<file path="src/rtl/gf3m_shift_k.sv">
`default_nettype none
// ============================================================================
//  Module   : gf3m_shift_k
//  Purpose  : Sequential GF(3^M) multiply by x^k or x^-k modulo x^M + x^T + 2,
//             one trit position per clock, with start/busy/done handshake.
//  Revision : 1.0  initial release
// ============================================================================
module gf3m_shift_k #(
    parameter int M  = 97,
    parameter int T  = 12,
    parameter int KW = 8
) (
    input  logic            clk,
    input  logic            reset,
    input  logic            start,
    input  logic            dir,
    input  logic [KW-1:0]   k,
    input  logic [2*M-1:0]  A,
    output logic [2*M-1:0]  C,
    output logic            busy,
    output logic            done
);

    typedef enum logic [1:0] {
        S_IDLE = 2'd0,
        S_RUN  = 2'd1,
        S_DONE = 2'd2
    } state_t;

    state_t          state_q, state_d;
    logic [2*M-1:0]  c_q, c_d;
    logic [KW-1:0]   cnt_q, cnt_d;
    logic            dir_q, dir_d;
    logic            done_q, done_d;
    logic [2*M-1:0]  step_up, step_dn;

    // GF(3) sum on the 00/01/10 encoding; inputs never carry code 11.
    function automatic logic [1:0] gf3_add(input logic [1:0] a, input logic [1:0] b);
        logic [2:0] s;
        logic [2:0] r;
        s = {1'b0, a} + {1'b0, b};
        r = s - 3'd3;
        return (s >= 3'd3) ? r[1:0] : s[1:0];
    endfunction

    always_comb begin
        step_up = '0;
        step_dn = '0;
        // x * C: top trit wraps to trit 0 and folds 2h into trit T.
        step_up[1:0] = c_q[2*M-1 -: 2];
        for (int i = 1; i < M; i++) begin
            step_up[2*i +: 2] = c_q[2*(i-1) +: 2];
        end
        step_up[2*T +: 2] = gf3_add(c_q[2*(T-1) +: 2],
                                    gf3_add(c_q[2*M-1 -: 2], c_q[2*M-1 -: 2]));
        // x^-1 * C: trit 0 wraps to trit M-1 and folds into trit T-1.
        step_dn[2*(M-1) +: 2] = c_q[1:0];
        for (int i = 0; i < M-1; i++) begin
            step_dn[2*i +: 2] = c_q[2*(i+1) +: 2];
        end
        step_dn[2*(T-1) +: 2] = gf3_add(c_q[2*T +: 2], c_q[1:0]);
    end

    always_comb begin
        state_d = state_q;
        c_d     = c_q;
        cnt_d   = cnt_q;
        dir_d   = dir_q;
        done_d  = done_q;
        case (state_q)
            S_IDLE, S_DONE: begin
                if (start) begin
                    c_d     = A;
                    cnt_d   = k;
                    dir_d   = dir;
                    state_d = S_RUN;
                    done_d  = 1'b0;
                end
            end
            S_RUN: begin
                if (cnt_q == '0) begin
                    state_d = S_DONE;
                    done_d  = 1'b1;
                end else begin
                    c_d   = dir_q ? step_dn : step_up;
                    cnt_d = cnt_q - KW'(1);
                end
            end
            default: state_d = S_IDLE;
        endcase
    end

    always_ff @(posedge clk) begin
        if (reset) begin
            state_q <= S_IDLE;
            c_q     <= '0;
            cnt_q   <= '0;
            dir_q   <= 1'b0;
            done_q  <= 1'b0;
        end else begin
            state_q <= state_d;
            c_q     <= c_d;
            cnt_q   <= cnt_d;
            dir_q   <= dir_d;
            done_q  <= done_d;
        end
    end

    assign C    = c_q;
    assign busy = (state_q == S_RUN);
    assign done = done_q;

endmodule
`default_nettype wire

</file>
<file path="config.mk">
export PLATFORM = sky130hd
export DESIGN_NAME = gf3m_shift_k
export DESIGN_NICKNAME = d
export VERILOG_FILES = /design/src/rtl/gf3m_shift_k.sv
export SDC_FILE = /design/constraint.sdc
export NUM_CORES = 1
export LEC_CHECK = 0
export ABC_AREA = 1
export CORE_ASPECT_RATIO = 0.9
export CORE_MARGIN = 1.5
export CORE_UTILIZATION = 41
export CTS_CLUSTER_DIAMETER = 60
export CTS_CLUSTER_SIZE = 10
export DETAILED_ROUTE_END_ITERATION = 8
export PLACE_DENSITY = 0.74
export SYNTH_ARGS = -nofsm -noshare
export SYNTH_HDL_FRONTEND = slang
export SYNTH_SLANG_ARGS = --single-unit
</file>
<file path="constraint.sdc">
create_clock -name clk -period 5.32 [get_ports clk]
set_input_delay 0.532 -clock clk [delete_from_list [all_inputs] [get_ports clk]]
set_output_delay 0.532 -clock clk [all_outputs]
set_load 0.05 [all_outputs]
</file>
=== Word level (Yosys, flattened, before mapping) ===
Cells that the tools add are included.

* $add $sub $neg: 7
* Magnitude comparators: 3
* Eq/ne operators: 5
* Muxes and demuxes: 16
* Reduce and logical (&&, ||, !) cells: 8

{| class="wikitable"
|+ Operator list
! cell !! count
|-
| $mux 194 || 3
|-
| $pmux 194 s2 || 1
|-
| $mux 8 || 2
|-
| $pmux 8 s2 || 1
|-
| $mux 2 || 5
|-
| $add 2x2->3 || 3
|-
| $ge 3x2->1 const B || 3
|-
| $logic_not 8->1 || 1
|-
| $sub 8x1->8 const B || 1
|-
| $reduce_and 3->1 || 2
|-
| $sub 2x2->2 const B || 3
|-
| $ne 2x2->1 const B || 2
|-
| $pmux 2 s2 || 1
|-
| $reduce_and 2->1 || 2
|-
| $eq 2x1->1 const B || 1
|-
| $eq 2x2->1 const B || 1
|-
| $logic_not 2->1 || 1
|-
| $mux 1 || 2
|-
| $ne 2x1->1 const B || 1
|-
| $pmux 1 s2 || 1
|-
| $reduce_bool 2->1 || 1
|-
| $reduce_or 2->1 || 1
|}

* Flip-flop bits (word level): 206
* Output and inout port bits: 196

=== Depth between registers and ports, before layout ===
* Depth after elaboration: 9
* Mapped depth: 10
* Mapped depth without buffers: 10

=== Worst setup path before layout ===
Ideal clock, no wire load.

* Path type: reg2reg
* Start point: register c_q[193], in the netlist C[193]
* End point: register c_q[24], in the netlist C[24]
* Data arrival time: 2.017 ns
* Data required time: 5.204 ns
* Path slack: 3.187 ns
* Stages on the path, launching flop included: 10
* Clock period less this slack: 2.133 ns
* Path through: dfxtp_1 ha_1 fa_1 ha_1 nor2_1 nand2_1 o21ai_0 a21oi_1 nor2_1 nor2_1

* Cells in the longest elaborated chain, start to end: 9

{| class="wikitable"
|+ RTL lines
! what !! line !! text
|-
| from (decl) || 31 || <nowiki>logic [2*M-1:0] c_q, c_d;</nowiki>
|-
| from (signal assigned) || 96 || <nowiki>c_q <= '0;</nowiki>
|-
| from (signal assigned) || 102 || <nowiki>c_q <= c_d;</nowiki>
|-
| $add 2x2->3 * || 41 || <nowiki>s = {1'b0, a} + {1'b0, b};</nowiki>
|-
| $ge 3x2->1 / $sub 2x2->2 (equally long branches) || 43, 42 ||
|-
| $mux 2 * || 43 || <nowiki>return (s >= 3'd3) ? r[1:0] : s[1:0];</nowiki>
|-
| $add 2x2->3 * || 41 ||
|-
| $ge 3x2->1 / $sub 2x2->2 (equally long branches) || 43, 42 ||
|-
| $mux 2 * || 43 ||
|-
| $mux 194 * || 85 || <nowiki>c_d = dir_q ? step_dn : step_up;</nowiki>
|-
| $mux 194 * || 81 || <nowiki>if (cnt_q == '0) begin</nowiki>
|-
| $pmux 194 s2 * || 70 || <nowiki>case (state_q)</nowiki>
|}

Every way passes the cells marked *; elsewhere a longest branch is shown, timed or not. The select of a mux whose other input is x is not followed.
A chain may end at the register's enable or synchronous reset.

=== Final worst setup path ===
* Start point: register state_q[1]
* End point: output busy

* Cells in the longest elaborated chain, start to end: 1

{| class="wikitable"
|+ RTL lines
! what !! line !! text
|-
| from (decl) || 30 || <nowiki>state_t state_q, state_d;</nowiki>
|-
| from (signal assigned) || 101 || <nowiki>state_q <= state_d;</nowiki>
|-
| $eq 2x1->1 || 110 || <nowiki>assign busy = (state_q == S_RUN);</nowiki>
|-
| to (decl) || 20 || <nowiki>output logic busy,</nowiki>
|}

Every way passes these cells.

==> impl_summary.log <==
INFO  metric detail_route.drc_violations = 0
INFO  metric placedInstanceArea = 15100 um2
INFO  metric timing.setup.tns = 0 ns
INFO  metric synthDistinctLibCells = 28
INFO  metric dieHeight = 159 um
INFO  metric fin_crit = 3.67 ns
INFO  metric post_detailed_route_via_to_cell_ratio = 5.41
INFO  metric drt-pass1-iter-count = 5
INFO  metric required = 4.79 ns
INFO  metric ir_worst_vdd = 288 uV
INFO  metric grt_overflow = 0
INFO  metric synthesis.nets = 1914
INFO  metric ctsHoldBuffers = 0
INFO  metric kind_of_start_point_of_the_critical_path = flip-flop
INFO  metric design.core.area = 26300 um2
INFO  metric final_hold_viol_count = 0
INFO  metric grt_antenna_before_repair = 1
INFO  metric postSynthCellCount = 1700
INFO  metric setup.worst_path.class = flip-flop to primary output
INFO  metric cts.repair.resized = 0
INFO  metric filler_cells_inserted = 2442
INFO  metric max-slew-margin-rel = 0.270
INFO  metric clock_sink_count = 206
INFO  metric commonest_cells_after_routing_fill_and_taps_aside = nand2_1 (435), clkdlybuf4s50_1 (400), dfxtp_1 (205)
INFO  metric cell_area_after_synthesis = 11100 um2
INFO  metric syn_avg_cell_area = 6.52 um2
INFO  metric timing.critical_path.cells = inv_1, nand2_4, inv_1, buf_4, clkdlybuf4s50_1
INFO  metric grt_start_max_net_pins = 137
INFO  metric setup_viol_count_final = 0
INFO  metric synthToLayoutAreaGrowth = 43.3%
INFO  metric via_count_of_the_first_global_routing_pass = 11700
INFO  metric postLayoutCellArea = 15900 um2
INFO  metric root_buffer = clkbuf_16
INFO  metric floorplan.initialDensity = 0.422
INFO  metric cap_violations = 0
INFO  metric final.period_utilization = 0.689
INFO  metric rsz0062_at_grt = false
INFO  metric power_per_cell_area = 383 nW/um2
INFO  metric tritoncts = built
INFO  metric detailedPlacementHpwl = 27.0 mm
INFO  metric status = completed
INFO  metric cts-root-to-sink-buffers = 3
INFO  metric grt.total_usage = 0.276
INFO  metric synth_sequential_area_ratio = 0.372
INFO  metric yosysWarningCount = 0
INFO  metric port-buffer-count = 401
INFO  metric netlist_top_cells_area = dfxtp_1 (37%), nand2_1 (15%), a22oi_1 (9.6%)
INFO  metric drt_wl_total = 40.7 mm
INFO  metric worst_pin_slew = 1.10 ns
INFO  metric gp_congestion = 0.938
INFO  metric timing.critical_path.slowest_cell_delay = 0.89 ns
INFO  metric htreeDepth = 1
INFO  metric placementRows = 56
INFO  metric die-width = 176 um
INFO  metric crit_path_max_fanout = 47
INFO  metric wire_length_of_the_first_global_routing_pass = 63.5 mm
INFO  metric route.antenna.remaining_nets = 0
INFO  metric wl_per_cell = 17.3 um
INFO  metric report.final.slew_viol_count = 0
INFO  metric synth_seq_cells = 206
INFO  metric worst_setup_path_end_kind = primary output
INFO  metric p_leak = 5.98 nW
INFO  metric num_vias = 12800
INFO  metric post_cts.repair.setup_buffers = 0
INFO  metric cts_made_buffers = 26
INFO  metric clock_skew = 0.0110 ns
INFO  metric max_clk_rate = 273 MHz
INFO  metric timing.hold.worst.class = flip-flop to flip-flop
INFO  metric floorplan.die_area = 28000 um2
INFO  metric timing.critical_path.slowest_stage_cell = clkdlybuf4s50_1
INFO  metric layout.cells.most_common = nand2_1
INFO  metric layout-drive-gt1-share = 0.0294
INFO  metric cell_seen_most_often_among_critical_path_stages = inv_1
INFO  metric worstPathArrival = 3.13 ns
INFO  metric design.portCount = 402
INFO  metric drtIter0Drc = 1396
INFO  metric synth.largest_area_cell = dfxtp_1
INFO  metric finalNetCount = 2215
INFO  metric cts.clk_slew.worst_paths = 0.06 ns
INFO  metric clk-insertion-delay-late = 0.52 ns
INFO  metric yosysTopAreaCellShare = 0.372
-- area by class of cell --
class	instances	area, um2	share of cell area
multi-input cells	1200	5810	0.366
repair buffers	414	4140	0.261
flip-flops and latches	206	4130	0.260
clock buffers	31	701	0.0441
inverters	153	579	0.0365
well taps	348	435	0.0274
clock inverters	5	77.6	0.00489
diodes	1	2.50	0.000158
-- synthesized netlist by cell type --
master	n
nand2_1	437
dfxtp_1	206
a21oi_1	190
o21ai_0	179
inv_1	152
a22oi_1	141
nor2_1	108
clkbuf_1	87
o21ai_1	65
nand3_1	56
buf_2	24
buf_1	15
buf_4	8
clkbuf_2	7
ha_1	6
or2_2	4
fa_1	2
o21a_1	2
o22ai_1	2
a21boi_0	1
inv_2	1
nand2_2	1
nand3b_1	1
nand4_1	1
nor2_2	1
nor2_4	1
nor3_1	1
o21ai_2	1
-- where the power goes --
group          switching (W)  internal [W]
registers           0.000224       0.00177
logic                0.00159      0.000814
clock network       0.000675       0.00101
-- state kept, by name (all words and copies together), names as in the netlist --
signal   cells
done         1
C          194
dir_q        1
state_q      2
cnt_q        8
-- critical path, delay by kind of cell (launching register included) --
kind                   cells  cell delay (ns)
flip-flops                 1             0.31
buffers and inverters      4             2.03
AND/OR/NAND/NOR            1             0.25
-- path summary, 6_finish.rpt --
path	startpoint	to	slack, ns	cells past startpoint
max	state_q[1]	busy	1.65	5
min	done	done	0.45	2
max reg2reg	state_q[1]	C[33]	2.21	9
min reg2reg	done	done	0.45	2
-- kinds of logic (layout without fill, tap and decap cells) --
| group | Yosys count | after routing | synth area share |
|---|---|---|---|
| AOI/OAI and AO/OA | 581 | 581 | 0.296 |
| adders and majority gates | 8 | 8 | 0.0104 |
| buffers and inverters | 294 | 603 | 0.106 |
| DFF | 206 | 206 | 0.372 |
| other | 0 | 1 | 0 |
| and+or+nand+nor | 611 | 611 | 0.216 |
-- metal layers --
metal	GRT usage	part of all wire
met5	0	0
met2	0.436	0.46
met3	0.0566	0.092
met1	0.362	0.41
met4	0.124	0.043
-- metrics by stage --
stage,hold slack [ns],setup slack [ns],std cells,util,total power [W]
6_report,0.452,1.65,2358,0.604,0.00608
5_1_grt,0.475,1.44,2358,0.604,0.00638
4_1_cts,0.456,1.65,2357,0.604,0.00610
3_5_place_dp,0.445,2.23,2321,0.574,0.00440
3_3_place_gp,0.440,2.26,2321,0.574,0.00437
2_1_floorplan,0.426,3.19,1700,-,0.00357
Note: power is estimated with default switching activity, not from simulation.
